**src/rtl/frame_bram_arbiter_pkg.sv**
```systemverilog
// Shared constants for the frame-buffer BRAM arbiter: BRAM geometry,
// requester numbering in the stereo path, and the lock FSM state type.
package frame_bram_arbiter_pkg;

  localparam int FB_ADDR_WIDTH  = 17;
  localparam int FB_DATA_WIDTH  = 16;
  localparam int FB_RAM_LATENCY = 2;
  localparam int FB_NUM_REQ     = 3;
  localparam int FB_MAX_BURST   = 8;

  localparam int REQ_CAM  = 0;
  localparam int REQ_DISP = 1;
  localparam int REQ_UART = 2;

  typedef enum logic {
    UNLOCKED = 1'b0,
    LOCKED   = 1'b1
  } lock_state_t;

endpackage

```
**src/rtl/frame_bram_arbiter_rr_picker.sv**
```systemverilog
// Combinational round-robin picker: first set bit of mask at or above start,
// wrapping around, returned as one-hot grant plus its index.
module frame_bram_arbiter_rr_picker #(
  parameter int N     = 3,
  parameter int IDX_W = 2
) (
  input  logic [N-1:0]     mask,
  input  logic [IDX_W-1:0] start,
  output logic [N-1:0]     grant,
  output logic [IDX_W-1:0] idx,
  output logic             any
);

  int pos;

  // Walk from the farthest candidate back to start so the closest one wins.
  always_comb begin
    grant = '0;
    idx   = '0;
    any   = 1'b0;
    pos   = 0;
    for (int k = N - 1; k >= 0; k--) begin
      pos = int'(start) + k;
      if (pos >= N) begin
        pos = pos - N;
      end
      if (mask[pos]) begin
        grant      = '0;
        grant[pos] = 1'b1;
        idx        = IDX_W'(pos);
        any        = 1'b1;
      end
    end
  end

endmodule

```
**src/rtl/frame_bram_arbiter.sv**
```systemverilog
// Shares one frame-buffer BRAM port between NUM_REQ requesters with per-beat
// round-robin, optional burst lock, registered RAM outputs and tagged read return.
module frame_bram_arbiter
  import frame_bram_arbiter_pkg::*;
#(
  parameter int NUM_REQ     = FB_NUM_REQ,
  parameter int ADDR_WIDTH  = FB_ADDR_WIDTH,
  parameter int DATA_WIDTH  = FB_DATA_WIDTH,
  parameter int RAM_LATENCY = FB_RAM_LATENCY,
  parameter int MAX_BURST   = FB_MAX_BURST
) (
  input  logic                          clk_in,
  input  logic                          rst_in,
  input  logic [NUM_REQ-1:0]            req_valid_in,
  output logic [NUM_REQ-1:0]            req_ready_out,
  input  logic [NUM_REQ-1:0]            req_we_in,
  input  logic [NUM_REQ-1:0]            req_lock_in,
  input  logic [NUM_REQ*ADDR_WIDTH-1:0] req_addr_in,
  input  logic [NUM_REQ*DATA_WIDTH-1:0] req_data_in,
  output logic [NUM_REQ-1:0]            rsp_valid_out,
  output logic [DATA_WIDTH-1:0]         rsp_data_out,
  output logic [ADDR_WIDTH-1:0]         ram_addr_out,
  output logic [DATA_WIDTH-1:0]         ram_din_out,
  output logic                          ram_we_out,
  output logic                          ram_en_out,
  input  logic [DATA_WIDTH-1:0]         ram_dout_in,
  output logic [$clog2(NUM_REQ)-1:0]    grant_idx_out
);

  localparam int IDX_W     = $clog2(NUM_REQ);
  localparam int CNT_W     = $clog2(MAX_BURST + 1);
  localparam int TAG_DEPTH = RAM_LATENCY + 1;

  lock_state_t      state, state_next;
  logic [IDX_W-1:0] owner, owner_next;
  logic [IDX_W-1:0] rr_ptr, rr_ptr_next;
  logic [CNT_W-1:0] burst_cnt, burst_cnt_next;

  logic [NUM_REQ-1:0] pick_grant;
  logic [IDX_W-1:0]   pick_idx;
  logic               pick_any;

  logic [NUM_REQ-1:0] owner_mask;
  logic               others_valid;
  logic               hold;
  logic [NUM_REQ-1:0] grant;
  logic [IDX_W-1:0]   grant_idx;
  logic               accept;

  logic [TAG_DEPTH-1:0]            tag_valid;
  logic [TAG_DEPTH-1:0][IDX_W-1:0] tag_idx;

  frame_bram_arbiter_rr_picker #(
    .N     (NUM_REQ),
    .IDX_W (IDX_W)
  ) u_rr_picker (
    .mask  (req_valid_in),
    .start (rr_ptr),
    .grant (pick_grant),
    .idx   (pick_idx),
    .any   (pick_any)
  );

  // The owner keeps the port unless it has used up its burst while someone waits.
  assign owner_mask   = NUM_REQ'(1) << owner;
  assign others_valid = |(req_valid_in & ~owner_mask);
  assign hold         = (state == LOCKED) && req_valid_in[owner] &&
                        !((burst_cnt == CNT_W'(MAX_BURST)) && others_valid);

  always_comb begin
    grant     = '0;
    grant_idx = '0;
    accept    = 1'b0;
    if (!rst_in) begin
      if (hold) begin
        grant[owner] = 1'b1;
        grant_idx    = owner;
        accept       = 1'b1;
      end else if (pick_any) begin
        grant     = pick_grant;
        grant_idx = pick_idx;
        accept    = 1'b1;
      end
    end
  end

  assign req_ready_out = grant;

  always_comb begin
    state_next     = state;
    owner_next     = owner;
    burst_cnt_next = burst_cnt;
    rr_ptr_next    = rr_ptr;
    if (accept) begin
      rr_ptr_next = (grant_idx == IDX_W'(NUM_REQ - 1)) ? '0 : grant_idx + 1'b1;
      if (req_lock_in[grant_idx]) begin
        state_next = LOCKED;
        owner_next = grant_idx;
        if (hold) begin
          burst_cnt_next = (burst_cnt == CNT_W'(MAX_BURST)) ? burst_cnt : burst_cnt + 1'b1;
        end else begin
          burst_cnt_next = CNT_W'(1);
        end
      end else begin
        state_next     = UNLOCKED;
        burst_cnt_next = '0;
      end
    end else if ((state == LOCKED) && !req_valid_in[owner]) begin
      state_next     = UNLOCKED;
      burst_cnt_next = '0;
    end
  end

  always_ff @(posedge clk_in) begin
    if (rst_in) begin
      state         <= UNLOCKED;
      owner         <= '0;
      rr_ptr        <= '0;
      burst_cnt     <= '0;
      ram_en_out    <= 1'b0;
      ram_we_out    <= 1'b0;
      ram_addr_out  <= '0;
      ram_din_out   <= '0;
      grant_idx_out <= '0;
      tag_valid     <= '0;
      tag_idx       <= '0;
    end else begin
      state      <= state_next;
      owner      <= owner_next;
      rr_ptr     <= rr_ptr_next;
      burst_cnt  <= burst_cnt_next;
      ram_en_out <= accept;
      ram_we_out <= accept && req_we_in[grant_idx];
      if (accept) begin
        ram_addr_out  <= req_addr_in[grant_idx*ADDR_WIDTH +: ADDR_WIDTH];
        ram_din_out   <= req_data_in[grant_idx*DATA_WIDTH +: DATA_WIDTH];
        grant_idx_out <= grant_idx;
      end
      // Reads only; the tag reaches the last stage when the BRAM data does.
      tag_valid <= {tag_valid[TAG_DEPTH-2:0], accept && !req_we_in[grant_idx]};
      tag_idx   <= {tag_idx[TAG_DEPTH-2:0], grant_idx};
    end
  end

  always_comb begin
    rsp_valid_out = '0;
    if (tag_valid[TAG_DEPTH-1]) begin
      rsp_valid_out[tag_idx[TAG_DEPTH-1]] = 1'b1;
    end
  end

  assign rsp_data_out = tag_valid[TAG_DEPTH-1] ? ram_dout_in : '0;

endmodule

```
**config.mk**
```make
export PLATFORM = sky130hd
export DESIGN_NAME = frame_bram_arbiter
export DESIGN_NICKNAME = d
export VERILOG_FILES = /design/src/rtl/frame_bram_arbiter_pkg.sv /design/src/rtl/frame_bram_arbiter_rr_picker.sv /design/src/rtl/frame_bram_arbiter.sv
export SDC_FILE = /design/constraint.sdc
export NUM_CORES = 1
export LEC_CHECK = 0
export ABC_AREA = 1
export BUFFER_PORTS_ARGS = -buffer_cell sky130_fd_sc_hd__buf_2
export CAP_MARGIN = 5
export CORE_MARGIN = 1.5
export CORE_UTILIZATION = 48
export DETAILED_ROUTE_END_ITERATION = 8
export MAX_ROUTING_LAYER = met4
export PLACE_DENSITY = 0.85
export SYNTH_ARGS = -nofsm -noshare
export SYNTH_HDL_FRONTEND = slang
export SYNTH_SLANG_ARGS = --single-unit
```
**constraint.sdc**
```tcl
create_clock -name clk_in -period 4.3 [get_ports clk_in]
set_input_delay 0 -clock clk_in [delete_from_list [all_inputs] [get_ports clk_in]]
set_output_delay 0 -clock clk_in [all_outputs]
set_load 0.02 [all_outputs]
```
==> impl_metrics.env <==
export IMPL_grt_pass1_vias=3846
export IMPL_fillers=544
export IMPL_ys_seq_area_share_pct=34.6
export IMPL_drt_total_wl_um=10600
export IMPL_drive_gt1_share_pct=34.3
export IMPL_chipWidth_um=84.5
export IMPL_crit_path_end_kind="flip-flop"
export IMPL_grt_max_degree=57
export IMPL_ys_types=35
export IMPL_violations="negative hold slack"
export IMPL_min_path_cells=3
export IMPL_crit_path_top_delay_cell="inv_2"
export IMPL_pwr_density_cell_nw_per_um2=665
export IMPL_cts_tree="built"
export IMPL_slew_violations=0
export IMPL_tightest_slew_ns=0.950
export IMPL_ys_warn_count=0
export IMPL_regToRegSetupSlack_ns=0.70
export IMPL_hold_buffers=37
export IMPL_initial_core_util_pct=49.9
export IMPL_ys_seq_elements=55
export IMPL_post_cts_buffers=0
export IMPL_tns_ns=0
export IMPL_status="complete, but fails checks"
export IMPL_r2r_end="ram_addr_out[13]"
export IMPL_place_congestion=0.844
export IMPL_worstSetupPathType="reg2reg"
export IMPL_fin_crit_sh_pct=83.7
export IMPL_port_buffers=184
export IMPL_drc=0
export IMPL_post_route_min_period_ns=3.60
export IMPL_hold_viol=1
export IMPL_synthTopCellsByArea="dfxtp_1 (35%), a21oi_1 (11%), nand2_1 (11%)"
export IMPL_antenna_cells=0
export IMPL_hp_class="in2reg"
export IMPL_min_to="ram_addr_out[5]"
export IMPL_cp_cell_sequence="inv_1 > ha_1 > o21ai_1 > nand2_2 > nand2_2 > nand2_1 > nand2_1 > nand3_2 > nand2_2 > nand2_4 > inv_2 > o21a_1 > o21ai_0 > a21oi_1 > dlygate4sd3_1"
export IMPL_syn_area_um2=3180
export IMPL_cts_max_level=2
export IMPL_cts_sinks=55
export IMPL_grt_pass1_wl_um=17200
export IMPL_path_common_cell="nand2_2"
export IMPL_fin_skew_ns=0.00907
export IMPL_root_buffer="clkbuf_8"
export IMPL_yosysTopAreaCell="dfxtp_1"
export IMPL_setup_viol=0
export IMPL_grt_use_total_pct=30.1
export IMPL_rsz0062_at_grt="false"
export IMPL_ys_flop_type="dfxtp_1"
export IMPL_r2r_start="rr_ptr[0]"
export IMPL_critPathRequiredTime_ns=4.56
export IMPL_avgSynthCellArea_um2=6.80
export IMPL_design_core_area_um2=6390
export IMPL_syn_to_final_growth_pct=42.4
export IMPL_synth_edff_count=0
export IMPL_cts_made_buffers=5
export IMPL_min_from="req_addr_in[39]"
export IMPL_cp_max_fo=56
export IMPL_clockBufferDepth=2
export IMPL_pin_count=185
export IMPL_final_net_count=799
export IMPL_antenna_left=0
export IMPL_vdd_drop_max_uv=551
export IMPL_worst_path_buf_inv=3
export IMPL_detail_route_first_pass_iterations=6
export IMPL_vias_per_cell=5.39
export IMPL_insertion_delay_ns=0.31
export IMPL_worstSetupPathDepth=15
export IMPL_slowest_delay_ns=0.76
export IMPL_synth_nets=598
export IMPL_rows=29
export IMPL_cts_resized_gates=0
export IMPL_netlist_instances=468
export IMPL_layout_commonest_cell="buf_2"
export IMPL_layout_common_cells="buf_2 (184), nand2_1 (96), a21oi_1 (72)"
export IMPL_grt_overflow=0
export IMPL_synth_top_area_share_pct=34.6
export IMPL_antenna_found_initial=0
export IMPL_reg2reg_depth=15
export IMPL_dp_hpwl_um=7000
export IMPL_async_reset_ff_share_pct=0
export IMPL_first_iter_violations=274
export IMPL_clk_pin_slew_ns=0.10
export IMPL_num_vias=4030
export IMPL_maxSlewHeadroom_pct=36.6
export IMPL_crit_arrival_ns=3.86
export IMPL_cellLeakagePower_nw=2.41
export IMPL_fmax_ghz=0.278
export IMPL_wl_per_cell_um=14.2
export IMPL_critical_path_top_delay_family="buffers and inverters"
export IMPL_final_util_pct=71.0
export IMPL_hold_slack_ns=-0.00464
export IMPL_die_area_um2=7130
export IMPL_cap_violations=0
export IMPL_start_kind="flip-flop"
export IMPL_die_h_um=84.5
-- registers in the layout, summed over array words and instances (netlist names), 2 cells and up --
name           cells
ram_din_out       16
owner              2
tag_valid          3
tag_idx            6
ram_addr_out      17
burst_cnt          4
grant_idx_out      2
rr_ptr             2
-- synthesized netlist by cell type (all sizes together) (2+ instances only) --
master,n
or2,2
nand3,40
nor2,19
inv,53
o21a,13
o21ai,50
nand4,5
nand3b,2
a21oi,75
ha,4
dfxtp,55
clkbuf,13
nor3,6
buf,14
nand2,110
-- area by class of cell --
class,count,area (um2),share of cell area (%)
sequential,55,1100,24.3
clock buffer,6,82.6,1.82
clock inverter,2,35.0,0.773
multi-input combinational,332,1720,38.0
timing repair buffer,221,1290,28.5
inverter,54,204,4.50
tap,77,96.3,2.13
-- how the worst max path moves through the flow --
| stage | from | end | slack [ns] |
|---|---|---|---|
| global route | rr_ptr[0] | ram_addr_out[14] | 0.46 |
| CTS | rr_ptr[0] | ram_addr_out[13] | 0.90 |
| detailed placement | rr_ptr[0] | burst_cnt[2] | 1.36 |
| finish | rr_ptr[0] | ram_addr_out[13] | 0.70 |
| floorplan | rr_ptr[0] | ram_addr_out[0] | 2.21 |
| global placement | rr_ptr[0] | burst_cnt[2] | 1.52 |
-- logic make-up after synthesis --
group,Yosys count,share of synthesized area [%]
AOI/OAI and AO/OA,142,24.1
and+or+nand+nor,184,27.9
adders and majority gates,4,1.57
xor gates and xnor gates,2,0.550
DFF,55,34.6
buffers and inverters,81,11.3
-- report_power, final --
group,switching [mW],internal [mW]
Clock,0.172,0.189
Combinational,1.21,0.623
Sequential,0.118,0.705
Total,1.50,1.52
-- tightest hold or removal path, delay by kind of cell --
family,cells,cell delay [ns]
compound gates,2,0.19
buf+inv,1,0.07
-- per-stage QoR --
stage          worst slack (ns)  power, mW  area (um2)  cells  hold slack [ns]
2_1_floorplan              2.21       2.16        3180    468           0.0783
3_3_place_gp               1.52       2.49        4050    702            0.251
3_5_place_dp               1.36       2.54        4050    702            0.264
4_1_cts                   0.898       2.96        4530    747         0.000984
5_1_grt                   0.462       3.23        4530    747           0.0109
6_report                  0.702       3.01        4530    747         -0.00464
-- per-layer routing --
| metal | vias up | part of all wire (%) | track usage [%] |
|---|---|---|---|
| met2 | 219 | 51 | 52.1 |
| met4 | 0 | 3.0 | 9.97 |
| met5 | - | 0 | - |
| met1 | 1833 | 39 | 35.3 |
| li1 | 1942 | - | - |
| met3 | 36 | 7.3 | 5.51 |
(Power assumes the default switching activity.)
